`src/rtl/uart_rx.sv`:
```
// UART receiver: 16x oversampled, LSB-first, with false-start rejection,
// framing and overrun detection. Good words are pushed into a downstream
// FIFO through its write side (o_wr / o_w_data / i_full).
//
// state | meaning
// IDLE  | line idle, waiting for a falling edge on the synchronised input
// START | counting to the start-bit midpoint to confirm a real start
// DATA  | sampling DATA_WIDTH data bits at their midpoints
// STOP  | waiting SB_TICK ticks, then sampling the stop bit

module uart_rx #(
    parameter int DATA_WIDTH = 8,
    parameter int SB_TICK    = 16,
    parameter int DVSR_WIDTH = 11
) (
    input  logic                  i_clk,
    input  logic                  i_reset,
    input  logic                  i_rx,
    input  logic [DVSR_WIDTH-1:0] i_dvsr,
    input  logic                  i_full,
    output logic                  o_wr,
    output logic [DATA_WIDTH-1:0] o_w_data,
    output logic                  o_frame_err,
    output logic                  o_overrun,
    output logic                  o_busy
);

    // s must reach SB_TICK-1 in STOP, so it widens for 1.5 / 2 stop bits
    localparam int SW = (SB_TICK > 16) ? $clog2(SB_TICK) : 4;
    localparam int NW = (DATA_WIDTH > 1) ? $clog2(DATA_WIDTH) : 1;

    typedef enum logic [1:0] {
        IDLE  = 2'd0,
        START = 2'd1,
        DATA  = 2'd2,
        STOP  = 2'd3
    } state_t;

    logic                  r_rx_meta;
    logic                  r_rx_s;
    logic                  r_rx_d;
    logic [DVSR_WIDTH-1:0] r_tick_cnt;
    state_t                r_state;
    logic [SW-1:0]         r_s;
    logic [NW-1:0]         r_n;
    logic [DATA_WIDTH-1:0] r_b;
    logic                  r_wr;
    logic [DATA_WIDTH-1:0] r_w_data;
    logic                  r_frame_err;
    logic                  r_overrun;

    logic                  w_tick;
    logic                  w_fall;
    state_t                w_state_nxt;
    logic [SW-1:0]         w_s_nxt;
    logic [NW-1:0]         w_n_nxt;
    logic [DATA_WIDTH-1:0] w_b_nxt;
    logic                  w_wr_nxt;
    logic [DATA_WIDTH-1:0] w_w_data_nxt;
    logic                  w_frame_err_nxt;
    logic                  w_overrun_nxt;

    assign w_tick = (r_tick_cnt == i_dvsr);
    assign w_fall = r_rx_d & ~r_rx_s;

    // Two-flop synchroniser plus a delayed copy for falling-edge detection
    always_ff @(posedge i_clk or negedge i_reset) begin
        if (!i_reset) begin
            r_rx_meta <= 1'b1;
            r_rx_s    <= 1'b1;
            r_rx_d    <= 1'b1;
        end else begin
            r_rx_meta <= i_rx;
            r_rx_s    <= r_rx_meta;
            r_rx_d    <= r_rx_s;
        end
    end

    // Free-running tick counter; a count already past a lowered divisor
    // simply rolls over at its natural maximum
    always_ff @(posedge i_clk or negedge i_reset) begin
        if (!i_reset) begin
            r_tick_cnt <= '0;
        end else if (w_tick) begin
            r_tick_cnt <= '0;
        end else begin
            r_tick_cnt <= r_tick_cnt + DVSR_WIDTH'(1);
        end
    end

    // FSM, datapath registers and registered output pulses
    always_ff @(posedge i_clk or negedge i_reset) begin
        if (!i_reset) begin
            r_state     <= IDLE;
            r_s         <= '0;
            r_n         <= '0;
            r_b         <= '0;
            r_wr        <= 1'b0;
            r_w_data    <= '0;
            r_frame_err <= 1'b0;
            r_overrun   <= 1'b0;
        end else begin
            r_state     <= w_state_nxt;
            r_s         <= w_s_nxt;
            r_n         <= w_n_nxt;
            r_b         <= w_b_nxt;
            r_wr        <= w_wr_nxt;
            r_w_data    <= w_w_data_nxt;
            r_frame_err <= w_frame_err_nxt;
            r_overrun   <= w_overrun_nxt;
        end
    end

    // Next-state and output decode
    always_comb begin
        w_state_nxt     = r_state;
        w_s_nxt         = r_s;
        w_n_nxt         = r_n;
        w_b_nxt         = r_b;
        w_wr_nxt        = 1'b0;
        w_w_data_nxt    = r_w_data;
        w_frame_err_nxt = 1'b0;
        w_overrun_nxt   = 1'b0;
        case (r_state)
            IDLE: begin
                if (w_fall) begin
                    w_s_nxt     = '0;
                    w_state_nxt = START;
                end
            end
            START: begin
                if (w_tick) begin
                    if (r_s == SW'(7)) begin
                        if (!r_rx_s) begin
                            w_s_nxt     = '0;
                            w_n_nxt     = '0;
                            w_state_nxt = DATA;
                        end else begin
                            // line went back high before midpoint: glitch
                            w_state_nxt = IDLE;
                        end
                    end else begin
                        w_s_nxt = r_s + SW'(1);
                    end
                end
            end
            DATA: begin
                if (w_tick) begin
                    if (r_s == SW'(15)) begin
                        w_b_nxt = {r_rx_s, r_b[DATA_WIDTH-1:1]};
                        w_s_nxt = '0;
                        if (r_n == NW'(DATA_WIDTH - 1)) begin
                            w_state_nxt = STOP;
                        end else begin
                            w_n_nxt = r_n + NW'(1);
                        end
                    end else begin
                        w_s_nxt = r_s + SW'(1);
                    end
                end
            end
            STOP: begin
                if (w_tick) begin
                    if (r_s == SW'(SB_TICK - 1)) begin
                        w_state_nxt = IDLE;
                        if (!r_rx_s) begin
                            w_frame_err_nxt = 1'b1;
                        end else if (i_full) begin
                            w_overrun_nxt = 1'b1;
                        end else begin
                            w_wr_nxt     = 1'b1;
                            w_w_data_nxt = r_b;
                        end
                    end else begin
                        w_s_nxt = r_s + SW'(1);
                    end
                end
            end
            default: begin
                w_state_nxt = IDLE;
            end
        endcase
    end

    assign o_wr        = r_wr;
    assign o_w_data    = r_w_data;
    assign o_frame_err = r_frame_err;
    assign o_overrun   = r_overrun;
    assign o_busy      = (r_state != IDLE);

endmodule
```
`config.mk`:
```
export PLATFORM = sky130hd
export DESIGN_NAME = uart_rx
export DESIGN_NICKNAME = d
export VERILOG_FILES = /design/src/rtl/uart_rx.sv
export SDC_FILE = /design/constraint.sdc
export NUM_CORES = 1
export LEC_CHECK = 0
export CAP_MARGIN = 0
export CORE_UTILIZATION = 42
export DETAILED_ROUTE_END_ITERATION = 10
export GPL_TIMING_DRIVEN = 0
export PLACE_DENSITY = 0.72
export SYNTH_ARGS = -nofsm -noshare
export SYNTH_HDL_FRONTEND = slang
export SYNTH_SLANG_ARGS = --single-unit
export TNS_END_PERCENT = 1
```
`constraint.sdc`:
```
create_clock -name i_clk -period 5.3 [get_ports i_clk]
set_input_delay 1.06 -clock i_clk [delete_from_list [all_inputs] [get_ports i_clk]]
set_output_delay 1.06 -clock i_clk [all_outputs]
set_load 0.01 [all_outputs]
```
* Word level (Yosys, flattened, before mapping)
Index checks and enable logic that the tools add are counted.
** Word-level totals
- Bits in registers :: 42
- Input port bits :: 15
- Output and inout bits :: 12
- Word-level logic and storage cells :: 86
** Operators by class
- Add/subtract/negate cells :: 3
- Eq/ne operators :: 19
- Muxes and demuxes :: 41
- Bitwise gates (word level) :: 3
- Reductions and logical operators :: 8
** Operators by type and width (number)
- two-way mux 4 bit :: 8
- != test 2 bit (second input constant) :: 11
- two-way mux 2 bit :: 9
- two-way mux 3 bit :: 6
- one-hot mux 4 bit (4 select lines) :: 1
- two-way mux 1 bit :: 14
- adder 11 x 1 -> 11 bit (second input constant) :: 1
- equality test 11 bit :: 1
- two-way mux 11 bit :: 1
- one-hot mux 2 bit (4 select lines) :: 1
- AND reduction 8 bit :: 1
- AND reduction 7 bit :: 1
- one-hot mux 3 bit (2 select lines) :: 1
- AND reduction 6 bit :: 1
- AND reduction 5 bit :: 1
- adder 4 x 1 -> 4 bit (second input constant) :: 1
- equality test 2 bit (second input constant) :: 2
- equality test 4 x 3 -> 1 bit (second input constant) :: 1
- equality test 4 bit (second input constant) :: 1
- nonzero test 2 bit :: 2
- adder 3 x 1 -> 3 bit (second input constant) :: 1
- equality test 3 bit (second input constant) :: 1
- != test 3 bit (second input constant) :: 1
- AND reduction 3 bit :: 1
- 4 further kinds :: 5

* Longest topological paths before layout
- Depth after elaboration :: 5
- Mapped depth :: 6
- Gate-level depth less buffers :: 6

* Worst setup path after synthesis
OpenSTA, ideal clock, no wires.
- Path kind :: input to register
- Start point :: input i_dvsr[2]
- End point :: register r_n[0]
- Setup time :: 0.125 ns
- Arrival time :: 2.352 ns
- Data required time :: 5.175 ns
- Setup slack :: 2.824 ns
- Stages :: 5
- Path buffers :: 0
- Cells stage by stage :: xnor2_1 > nand4_2 > nor4_4 > and2_1 > mux2_2
** On the way
- Longest elaborated chain between the ends :: 3
- Elaborated cells between the ends (all ways) :: 4
- Those cells by class :: eq/ne (3); reduce/logical (1)
** Ends and longest elaborated chain
- start, declared :: line 19 : input logic [DVSR_WIDTH-1:0] i_dvsr,
- equality test 11 bit (*) :: line 63 : assign w_tick = (r_tick_cnt == i_dvsr);
- != test 2 bit (no line)
- AND reduction 7 bit (no line) (*)
- end signal, assigned :: line 105 : r_n <= w_n_nxt;
- end, declared :: line 45 : logic [NW-1:0] r_n;
Every way passes the cells marked *; elsewhere a longest branch is shown, timed or not.
A chain may end at the register's enable or synchronous reset.

* Final worst setup path
- Start point :: input i_dvsr[3]
- End point :: register r_n[0]
The elaborated chain is that of the path after synthesis.

==> impl_results.md <==
* Rows at 24
* Synth Area in Compound Gates at 4.91%
* Clk pin slew, worst setup/hold paths at roughly 0.080 ns
* Final setup fails at 0
* Fill count at 402
* Commonest cells post-synth: dfrtp_1 (39), xnor2_1 (19), mux2_2 (18)
* Largest family of logic cells by synthesized area: simple AND/OR/NAND/NOR gates
* Count leader, synth: dfrtp_1
* Status: completed
* DRT iter0 DRCs at 126
* Vias in the first global route at 1276
* GR Util All Layers at 15.1%
* Per-cell routed wire length at 13.4 µm
* Total power at 0.000693 W
* Post-DP HPWL at 2410 µm
* Worst Hold Launch: r_rx_meta
* Synth Area in Simple Gates at 16.8%
* Synth Cell Area at 1990 µm²
* Post-synth top area share at between 40% and 50%
* Fmax at 0.353 GHz
* RSZ-0062 raised after global routing: false
* Reg area at 1050 µm²
* Initial cell density of the core at about 45%
* XOR/XNOR share of the synthesized area at under 10%
* Antenna cells at 0
* Critical Path Start: i_dvsr[3]
* Clock sinks at 42
* Remaining Overflow, GRT at 0
* CP Data Arrival Time at 3.01 ns
* Max Root-Sink Buffers at 2
* Reg-to-reg critical path startpoint: r_tick_cnt[3]
* Area leader, netlist: dfrtp_1
* VDD IR-drop max at 0.000185 V
* Post-synth EDFFs at 0
* Max-Cap Viols at 0
* Share of layout cells above drive strength 1 at 19.0%
* Worst Skew at 0.00702 ns
* Max_slew headroom at 66.9%
* CTS Hold Bufs at 0
* Critical path type: input pin to flop
* Nets at 223
* WL final at 3440 µm
* Area of the multi-input gates at ~900 µm²
* Synthesized net count at ~190
* Cts bufs inserted at 5
* GPL Wtd Cong at 0.765
* CP max FO at 5
* Core Box Area at around 4400 µm²
* Post-CTS Setup Bufs at 0
* Remaining DRCs at 0
* Multiplexer area fraction after synthesis at 11.2%
* YS warnings at 0
* CP startpoint kind: input pin
* Worst-margin pin slew at around 0.5 ns
* Final min period at 2.83 ns
* Die Footprint at 5010 µm²
* Die width at between 70 and 80 µm
* P&R area growth vs syn at 21.7%
* Fin util at 54.4%
* Synth area leaders: dfrtp_1 (49%), mux2_2 (10%), xnor2_1 (8.4%), dfstp_2 (4.0%), nor2_1 (3.2%)
* Final period utilization at 53.4%
* DR vias/cell at 5.17
* Register bit total from synthesis at 42
* I/O pin count at 27
* Endpoints failing hold at 0
* Async set or reset register ratio after synthesis at 100%
* Count of cell types in the netlist at 34
* DRT Pass-1 Iters at 6
* Die span in y at 70.8 µm
* Min-Delay Path Class: flop to flop
* Clock Latency Late Sink at a little under 0.3 ns
* Post-Synth Adder-Cell Area at 2.52%
* Critical path capture point type: flop
* Post-route antenna net violation count at 0
* Post-Route Setup TNS at 0 ns
* Ys flop type: dfrtp_1
* CTS Root Cell: clkbuf_8
* Power per cell area at ~290 nW/µm²
* Via count at ~1300
* CTS resizes at 0
* Max-slew violations at 0
* Largest net degree at the start of global routing at 28
* H-tree Lvls at 2
* Initial antenna violation count at 0
* Post-synthesis sequential area ratio at 53.1%
* Mapped Avg Cell Area at 11.7 µm²
* CTS tree: yes
* First-pass GRT wire length at 5890 µm
* Worst path required time at 5.48 ns
* Static leakage at roughly 1.1 nW
* Syn Inst Count at 170
* # port buffers at 26
critical path, cell delays in order:
cell             delay [ns]
clkdlybuf4s50_1        0.47
xnor2_1                0.11
nand4_1                0.31
nor4_4                 0.44
and2_1                 0.28
mux2_2                 0.35
layout by cell type (no fill, tap or decap):
cell,count
buf_2,3
clkinv_4,1
inv_1,5
nand4_4,1
nor2b_1,4
o21a_1,1
o2bb2ai_1,1
a22o_1,2
clkinv_2,1
and2_1,2
nand2_1,13
a311oi_1,1
buf_12,1
nor4_4,1
clkdlybuf4s50_1,25
nor4_1,1
a21oi_1,1
nand4_1,2
clkinvlp_4,1
clkbuf_1,2
nor3_4,1
clkbuf_8,5
and3_1,4
a211oi_1,2
xor2_1,3
xnor2_1,19
nand3_1,8
o21ai_0,1
dfrtp_1,39
nor3_1,3
mux2i_1,2
nand4_2,1
nand2b_1,1
o221a_2,1
dfstp_2,3
a31oi_1,3
ha_1,4
nand2_2,1
mux2_2,18
nor2_1,17
cell type report:
type                            instances  area share, %
Tap cell                               52           2.69
Sequential cell                        42           43.6
Buffer                                  4          0.725
Inverter                                5          0.776
Clock buffer                            5           2.85
Multi-Input combinational cell        119           37.1
Clock inverter                          3          0.880
Timing Repair Buffer                   27           11.4
kinds of logic after synthesis:
| logic type | after synthesis |
|---|---|
| mux | 20 |
| simple gates | 60 |
| xor+xnor | 22 |
| buf+inv | 9 |
| compound gates | 13 |
| fa+ha+maj | 4 |
| flops | 42 |
per-layer routing:
metal	up-vias	global-route usage [%]	wire length, µm
met5	-	0	0
met1	656	20.1	1660
met2	21	23.9	1690
met4	0	7.11	28
met3	2	2.99	63
li1	650	-	-
registers in the layout, indices dropped and copies added, names as in the netlist, named ones only:
register	flops
r_rx_d	1
r_n	3
r_rx_meta	1
r_s	4
o_wr	1
o_w_data	8
r_tick_cnt	11
o_frame_err	1
r_b	8
o_overrun	1
r_state	1
r_rx_s	1
through the flow:
| stage | worst slack (ns) | hold slack, ns | std cells | cell area (µm²) |
|---|---|---|---|---|
| after global placement | 2.11 | 0.346 | 248 | 2310 |
| after global routing | 2.36 | 0.364 | 257 | 2420 |
| final | 2.47 | 0.358 | 257 | 2420 |
| after CTS | 2.49 | 0.359 | 257 | 2420 |
| after floorplan | 2.82 | 0.345 | 170 | 1990 |
| after detailed placement | 2.17 | 0.347 | 249 | 2330 |
final timing paths:
path,end,slack (ns),cells after the start
worst min register to register,r_rx_s,0.36,0
max in group asynchronous,r_rx_meta,4.08,2
min in group asynchronous,o_overrun,0.68,1
worst min-delay path,r_rx_s,0.36,0
worst max-delay path,r_n[0],2.47,6
worst max register to register,r_n[0],3.20,5
power by group:
part           total [W]  switching [W]  internal (W)
Clock           0.000203       0.000110     0.0000925
Sequential      0.000390      0.0000427      0.000347
Combinational   0.000100      0.0000473     0.0000527
No activity file was read; power rests on OpenSTA's default activity.
